$ cat src/rtl/reg_file_wb.sv
// reg_file_wb: 32 x 32-bit integer register file with a write-back port,
// two combinational read ports and a pending-write scoreboard.
//
// Ports:
//   clk, rst_n                 clock and asynchronous active-low reset
//   wb_addr, wb_write, wb_data write port from MEM/WB
//   re1, raddr1 -> rdata1, busy1  read port 1 (busy1 = pending write on raddr1)
//   re2, raddr2 -> rdata2, busy2  read port 2
//   iss_valid, iss_addr        decode marks iss_addr as having a writer in flight
//   flush                      clears every pending mark
//
// Configuration macro: REG_FILE_WB_BYPASS_EN
//   defined   : a same-cycle write-back to the addressed register is forwarded
//               to the read port, and busy is forced low for that read.
//   undefined : the read returns the stored value; the new value appears on
//               the following cycle.
//
// x0 is hard-wired to zero: writes to it are dropped, its pending bit never
// sets, and reading it always returns 0 / not busy.

module reg_file_wb (
  input  logic        clk,
  input  logic        rst_n,
  input  logic [4:0]  wb_addr,
  input  logic        wb_write,
  input  logic [31:0] wb_data,
  input  logic        re1,
  input  logic [4:0]  raddr1,
  output logic [31:0] rdata1,
  output logic        busy1,
  input  logic        re2,
  input  logic [4:0]  raddr2,
  output logic [31:0] rdata2,
  output logic        busy2,
  input  logic        iss_valid,
  input  logic [4:0]  iss_addr,
  input  logic        flush
);

  logic [31:0] r_regs [0:31];
  logic [31:0] r_pend;

  logic [31:0] w_set;
  logic [31:0] w_clr;
  logic [31:0] w_pend_next;
  logic [31:0] w_rdata1;
  logic        w_busy1;
  logic [31:0] w_rdata2;
  logic        w_busy2;

  // Register storage: x0 is never written, so it stays at its reset value 0.
  always_ff @(posedge clk or negedge rst_n) begin
    if (!rst_n) begin
      for (int i = 0; i < 32; i++) begin
        r_regs[i] <= 32'd0;
      end
    end else if (wb_write && (wb_addr != 5'd0)) begin
      r_regs[wb_addr] <= wb_data;
    end
  end

  // Pending-vector next state: set beats clear on the same register (the newer
  // writer wins), flush beats everything, and bit 0 is masked off permanently.
  always_comb begin
    w_set = 32'd0;
    w_clr = 32'd0;
    if (iss_valid && (iss_addr != 5'd0)) begin
      w_set = 32'd1 << iss_addr;
    end else begin
      w_set = 32'd0;
    end
    if (wb_write) begin
      w_clr = 32'd1 << wb_addr;
    end else begin
      w_clr = 32'd0;
    end
    if (flush) begin
      w_pend_next = 32'd0;
    end else begin
      w_pend_next = ((r_pend & ~w_clr) | w_set) & ~32'd1;
    end
  end

  // Pending vector register.
  always_ff @(posedge clk or negedge rst_n) begin
    if (!rst_n) begin
      r_pend <= 32'd0;
    end else begin
      r_pend <= w_pend_next;
    end
  end

  // Read port 1: zero when disabled, addressing x0, or in reset.
  always_comb begin
    w_rdata1 = 32'd0;
    w_busy1  = 1'b0;
    if (rst_n && re1 && (raddr1 != 5'd0)) begin
      w_rdata1 = r_regs[raddr1];
      w_busy1  = r_pend[raddr1];
`ifdef REG_FILE_WB_BYPASS_EN
      if (wb_write && (wb_addr == raddr1)) begin
        w_rdata1 = wb_data;
        w_busy1  = 1'b0;
      end else begin
        w_rdata1 = r_regs[raddr1];
        w_busy1  = r_pend[raddr1];
      end
`endif
    end else begin
      w_rdata1 = 32'd0;
      w_busy1  = 1'b0;
    end
  end

  // Read port 2: same behaviour as port 1.
  always_comb begin
    w_rdata2 = 32'd0;
    w_busy2  = 1'b0;
    if (rst_n && re2 && (raddr2 != 5'd0)) begin
      w_rdata2 = r_regs[raddr2];
      w_busy2  = r_pend[raddr2];
`ifdef REG_FILE_WB_BYPASS_EN
      if (wb_write && (wb_addr == raddr2)) begin
        w_rdata2 = wb_data;
        w_busy2  = 1'b0;
      end else begin
        w_rdata2 = r_regs[raddr2];
        w_busy2  = r_pend[raddr2];
      end
`endif
    end else begin
      w_rdata2 = 32'd0;
      w_busy2  = 1'b0;
    end
  end

  assign rdata1 = w_rdata1;
  assign busy1  = w_busy1;
  assign rdata2 = w_rdata2;
  assign busy2  = w_busy2;

endmodule

$ cat config.mk
export PLATFORM = sky130hd
export DESIGN_NAME = reg_file_wb
export DESIGN_NICKNAME = d
export VERILOG_FILES = /design/src/rtl/reg_file_wb.sv
export SDC_FILE = /design/constraint.sdc
export NUM_CORES = 2
export LEC_CHECK = 0
export ABC_AREA = 0
export CAP_MARGIN = 5
export CORE_MARGIN = 4
export CORE_UTILIZATION = 55
export CTS_CLUSTER_DIAMETER = 40
export DETAILED_ROUTE_END_ITERATION = 12
export PLACE_DENSITY = 0.73
export SYNTH_ARGS = -nofsm -noshare
export SYNTH_HDL_FRONTEND = slang
export SYNTH_SLANG_ARGS = --single-unit
$ cat constraint.sdc
create_clock -name clk -period 6.5 [get_ports clk]
set_input_delay 1.3 -clock clk [delete_from_list [all_inputs] [get_ports clk]]
set_output_delay 1.3 -clock clk [all_outputs]
set_load 0.02 [all_outputs]
After elaboration in Yosys (flattened, before gate mapping)
Index checks and enable logic that the tools add are counted.

Order comparisons: 6. Muxes and demuxes: 20. Bitwise gates (word level): 6. Reduce and logical (&&, ||, !) cells: 11. Shift-type cells: 2.

Operators by type and width (number): bitwise mux 1024 bit (1); binary-select mux 32 bit (select 5 bit) (2); two-way mux 32 bit (10); demux 32 bit (select 5 bit) (1); << shifter 1 x 5 -> 32 bit (first input constant) (2); bitwise AND 32 bit (1); NOT 32 bit (1); OR 32 bit (1); nonzero test 5 bit (4); greater-or-equal comparator 6 bit (second input constant) (3); NOT 5 -> 6 bit (3); < comparator 5 x 6 -> 1 bit (second input constant) (2); binary-select mux 1 bit (select 5 bit) (2); logical AND 1 bit (7); < comparator 6 x 1 -> 1 bit (second input constant) (1); two-way mux 1 bit (4).

Logic and storage cells: 78. Register bits after elaboration: 1056. Output and inout bits: 66.

Longest topological paths before layout
Word-level depth: 6. Depth in mapped cells: 9. Mapped depth without buffers: 4.

Least setup slack after synthesis
OpenSTA, ideal clock, no wires.

Path kind: input port to output port. From: in raddr1[0]. To: out busy1. Cell stages on the path: 6. Required time: 5200 ps. Path slack: 2289 ps. Data arrival time: 2911 ps. Path through: buf_4 -> buf_6 -> buf_6 -> mux4_2 -> or3_1 -> a32oi_1.

Longest elaborated chain between the ends: 3. Elaborated cells on any way between the ends: 5.

Ends and longest elaborated chain: start, declared (RTL line 28) `input logic [4:0] raddr1,`; binary-select mux 1 bit (select 5 bit) / nonzero test 5 bit (equally long branches) (RTL line 99, 97); two-way mux 1 bit (not written as such) / logical AND 1 bit (equally long branches) (RTL line 99, 97); two-way mux 1 bit * (RTL line 97) `if (rst_n && re1 && (raddr1 != 5'd0)) begin`; end, declared (RTL line 30) `output logic busy1,`.

Mark *: on every way between the ends. The rest lies on a longest branch, timed or not. The select of a mux whose other input is x is not followed.

Worst setup path in the final report
From: in re1. To: out rdata1[27].

Longest elaborated chain between the ends: 3.

Ends and longest elaborated chain: start, declared (RTL line 27) `input logic re1,`; logical AND 1 bit (2 in series) (RTL line 97); two-way mux 32 bit (RTL line 97); end, declared (RTL line 29) `output logic [31:0] rdata1,`.

No other way between the ends.

==> impl_metrics.yaml <==
min_path:
  hold_path_depth: 0
  class_of_the_tightest_hold_or_removal_check: "reg2reg"
  timing.hold.worst.start: "r_regs[1022]"
  worstHoldEndpoint: "r_regs[1022]"
finish:
  final_util_pct: 62.5
  num-fill-cells: 7697
  drive_above_1_share_pct: 43.8
  layout.cells.most_common: "sky130_fd_sc_hd__mux2_2"
  layout.cell_area.non_filler_mm2: 0.0647
  most-common-layout-cells: "sky130_fd_sc_hd__mux2_2, sky130_fd_sc_hd__dfrtp_1, sky130_fd_sc_hd__mux2i_1"
  area.growth.synth_to_final_pct: 12.9
  finish.net_count: 4223
  layout.cells.non_filler: 5671
setup_path:
  critical_path.startpoint_type: "input port"
  r2r_cells: 2
  data_required_time_at_the_worst_endpoint_ps: 5200
  endpoint_kind: "output pin"
  path_max_fanout: 16
  criticalPathCategory: "in2out"
  r2r-end: "r_pend[5]"
  worstPathArrival_ps: 4390
  worst_r2r_startpoint: "r_pend[5]"
  regToRegSetupSlack_ps: 5670
synth:
  synthArstFlopShare_pct: 100
  syn_area_mm2: 0.0573
  yosysSeqAreaShare_pct: 46.1
  ys.flop_type: "sky130_fd_sc_hd__dfrtp_1"
  ys.warnings.count: 0
  synth.net_count: 4272
  synth_top_cell_area_share_pct: 46.1
  synth.lib_cells_used.distinct: 46
  post_synth_main_area_contributors: "sky130_fd_sc_hd__dfrtp_1, sky130_fd_sc_hd__mux2_2, sky130_fd_sc_hd__mux4_2"
  synthesis.area_per_instance_um2: 13.6
  post-synth-top-area-cell: "sky130_fd_sc_hd__dfrtp_1"
  syn_inst: 4213
  synth_enable_flop_cells: 0
  synth-seq-cells: 1055
clocking:
  clk-insertion-delay-late_ps: 750
  htree_num_levels: 4
  total_clock_buffers_created_by_cts: 148
  post_cts.resized_instances: 0
  cts_tree: "done"
  number_of_sinks_handled_by_clock_tree_synthesis: 1055
  cts_hold_buf: 0
  clkSlewWorstSetupHoldPaths_ps: 50
  ctsRootBufferMaster: "sky130_fd_sc_hd__clkbuf_16"
  ctsLongestPathBuffers: 3
  post-cts-setup-buffers: 0
job:
  timing.max_cap.violations: 0
floorplanning:
  die_w_um: 331
  design.core.area_mm2: 0.103
  floorplan.initialDensity_pct: 55.4
  fp.dieH_um: 331
  ports_placed_on_the_boundary: 125
  dieArea_mm2: 0.109
  site_rows: 118
grt:
  first_pass_grt_wire_length_um: 271000
  overall_global_routing_usage_pct: 33.6
  antenna_found_initial: 11
  final_global_route_overflow_total: 0
  maximum_number_of_pins_on_one_net_before_global_route_repair: 163
  vias_in_the_first_global_route: 40100
sta:
  fin_crit_ps: 5690
  final.setup.worst_slack_ps: 811
  max_freq_mhz: 176
  post-route-period-util_pct: 87.5
  worst_hold_slack_ps: 397
  slew-limit-headroom_pct: 10.9
  timing_worst_slew_pin_value_ps: 1330
  final-setup-viol-count: 0
  clock_skews_ps: 0
  grt_setup_unrepaired: "no"
  final_hold_viol_count: 0
  timing_max_transition_violations_final: 0
  fin_tns_setup_ps: 0
placed_design:
  numPortBuffers: 124
  dp_hpwl_um: 111000
  globalplace.congestion: 0.864
  detailedPlace.worstSlack_ps: 881
  detailed_place.area_mm2: 0.0595
  dp.cells: 5394
route:
  via_per_inst: 6.93
  routed_wl_um: 183000
  num_vias: 39300
  avgRoutedWirePerCell_um: 32.3
  drtAntennaViolNets: 0
  first_pass_iters: 6
  drc: 0
  drt_first_iter_violations: 4634
outcome:
  outcome: "complete, no violations"
power:
  power_per_cell_area_mw_per_mm2: 325
  cellLeakagePower_nw: 28.6
  totalPowerFinal_mw: 21.1
  ir_worst_vdd_uv: 277
how the worst max path moves through the flow:
stage	from	end	slack, ps	depth (start not counted)
2_1_floorplan	raddr1[0]	busy1	2290	6
3_3_place_gp	re1	rdata1[27]	890	6
3_5_place_dp	re1	rdata1[27]	880	6
4_1_cts	re1	rdata1[27]	880	6
6_report	re1	rdata1[27]	810	6
5_1_grt	re1	rdata1[27]	810	8
report_power, final:
part	total, mW	internal (mW)	switching [mW]
clock	8.49	5.22	3.27
combinational	3.85	2.19	1.66
sequential	8.72	7.79	0.930
total	21.1	15.2	5.86
sequential cells by signal, summed over array words and instances (netlist names):
| register | flops |
|---|---|
| r_regs | 1024 |
| r_pend | 31 |
kinds of logic (layout without fill, tap and decap cells):
kind of cell    after synthesis  after routing  share of synthesized area (%)
compound gates              435            435                           5.16
simple gates                380            380                           2.98
mux                        1883           1883                           41.9
flops                      1055           1055                           46.1
buf+inv                     460            533                           3.95
other cells                   0              5                              0
critical path: stages:
cell	delay (ps)
sky130_fd_sc_hd__clkdlybuf4s50_1	570
sky130_fd_sc_hd__nand2_1	250
sky130_fd_sc_hd__a211o_2	580
sky130_fd_sc_hd__buf_4	400
sky130_fd_sc_hd__a32oi_1	550
sky130_fd_sc_hd__clkdlybuf4s50_1	710
routing by layer:
layer	track usage [%]	vias to the layer above	wire [um]
li1	-	15900	-
met1	46.0	20700	73000
met2	51.2	2116	83500
met3	7.55	537	16900
met4	15.9	12	9840
met5	0	-	101
area by class of cell:
cell class | count | area (um^2) | area share (%)
timing repair buffer | 258 | 2430 | 3.76
multi-input combinational | 2698 | 28900 | 44.6
clock buffer | 176 | 3940 | 6.09
sequential | 1055 | 26400 | 40.8
tap | 1380 | 1730 | 2.67
antenna | 5 | 12.5 | 0.0193
clock inverter | 96 | 1300 | 2.01
inverter | 3 | 13.8 | 0.0213
Yosys cell counts (2+ instances only):
cell type / instances
sky130_fd_sc_hd__a21oi_1: 122
sky130_fd_sc_hd__mux2i_1: 465
sky130_fd_sc_hd__nor3b_2: 3
sky130_fd_sc_hd__a32oi_1: 40
sky130_fd_sc_hd__o21ai_0: 16
sky130_fd_sc_hd__mux2_2: 1099
sky130_fd_sc_hd__nor4_1: 2
sky130_fd_sc_hd__buf_4: 50
sky130_fd_sc_hd__and2_1: 4
sky130_fd_sc_hd__a22oi_1: 140
sky130_fd_sc_hd__nand3b_1: 6
sky130_fd_sc_hd__clkbuf_1: 214
sky130_fd_sc_hd__a31oi_1: 63
sky130_fd_sc_hd__dfrtp_1: 1055
sky130_fd_sc_hd__and3b_1: 5
sky130_fd_sc_hd__a211o_1: 3
sky130_fd_sc_hd__a221oi_1: 23
sky130_fd_sc_hd__buf_6: 22
sky130_fd_sc_hd__mux2_1: 20
sky130_fd_sc_hd__a2bb2oi_1: 24
sky130_fd_sc_hd__nor2b_1: 9
sky130_fd_sc_hd__nor2_1: 35
sky130_fd_sc_hd__o211ai_1: 3
sky130_fd_sc_hd__clkbuf_4: 2
sky130_fd_sc_hd__buf_2: 142
sky130_fd_sc_hd__nor2_2: 5
sky130_fd_sc_hd__mux4_2: 299
sky130_fd_sc_hd__buf_1: 27
sky130_fd_sc_hd__nand2_1: 221
sky130_fd_sc_hd__nor3_1: 3
sky130_fd_sc_hd__nand2b_1: 2
sky130_fd_sc_hd__nand3_1: 68
sky130_fd_sc_hd__and3_1: 5
sky130_fd_sc_hd__nor3b_1: 4
No activity file was read; power rests on OpenSTA's default activity.
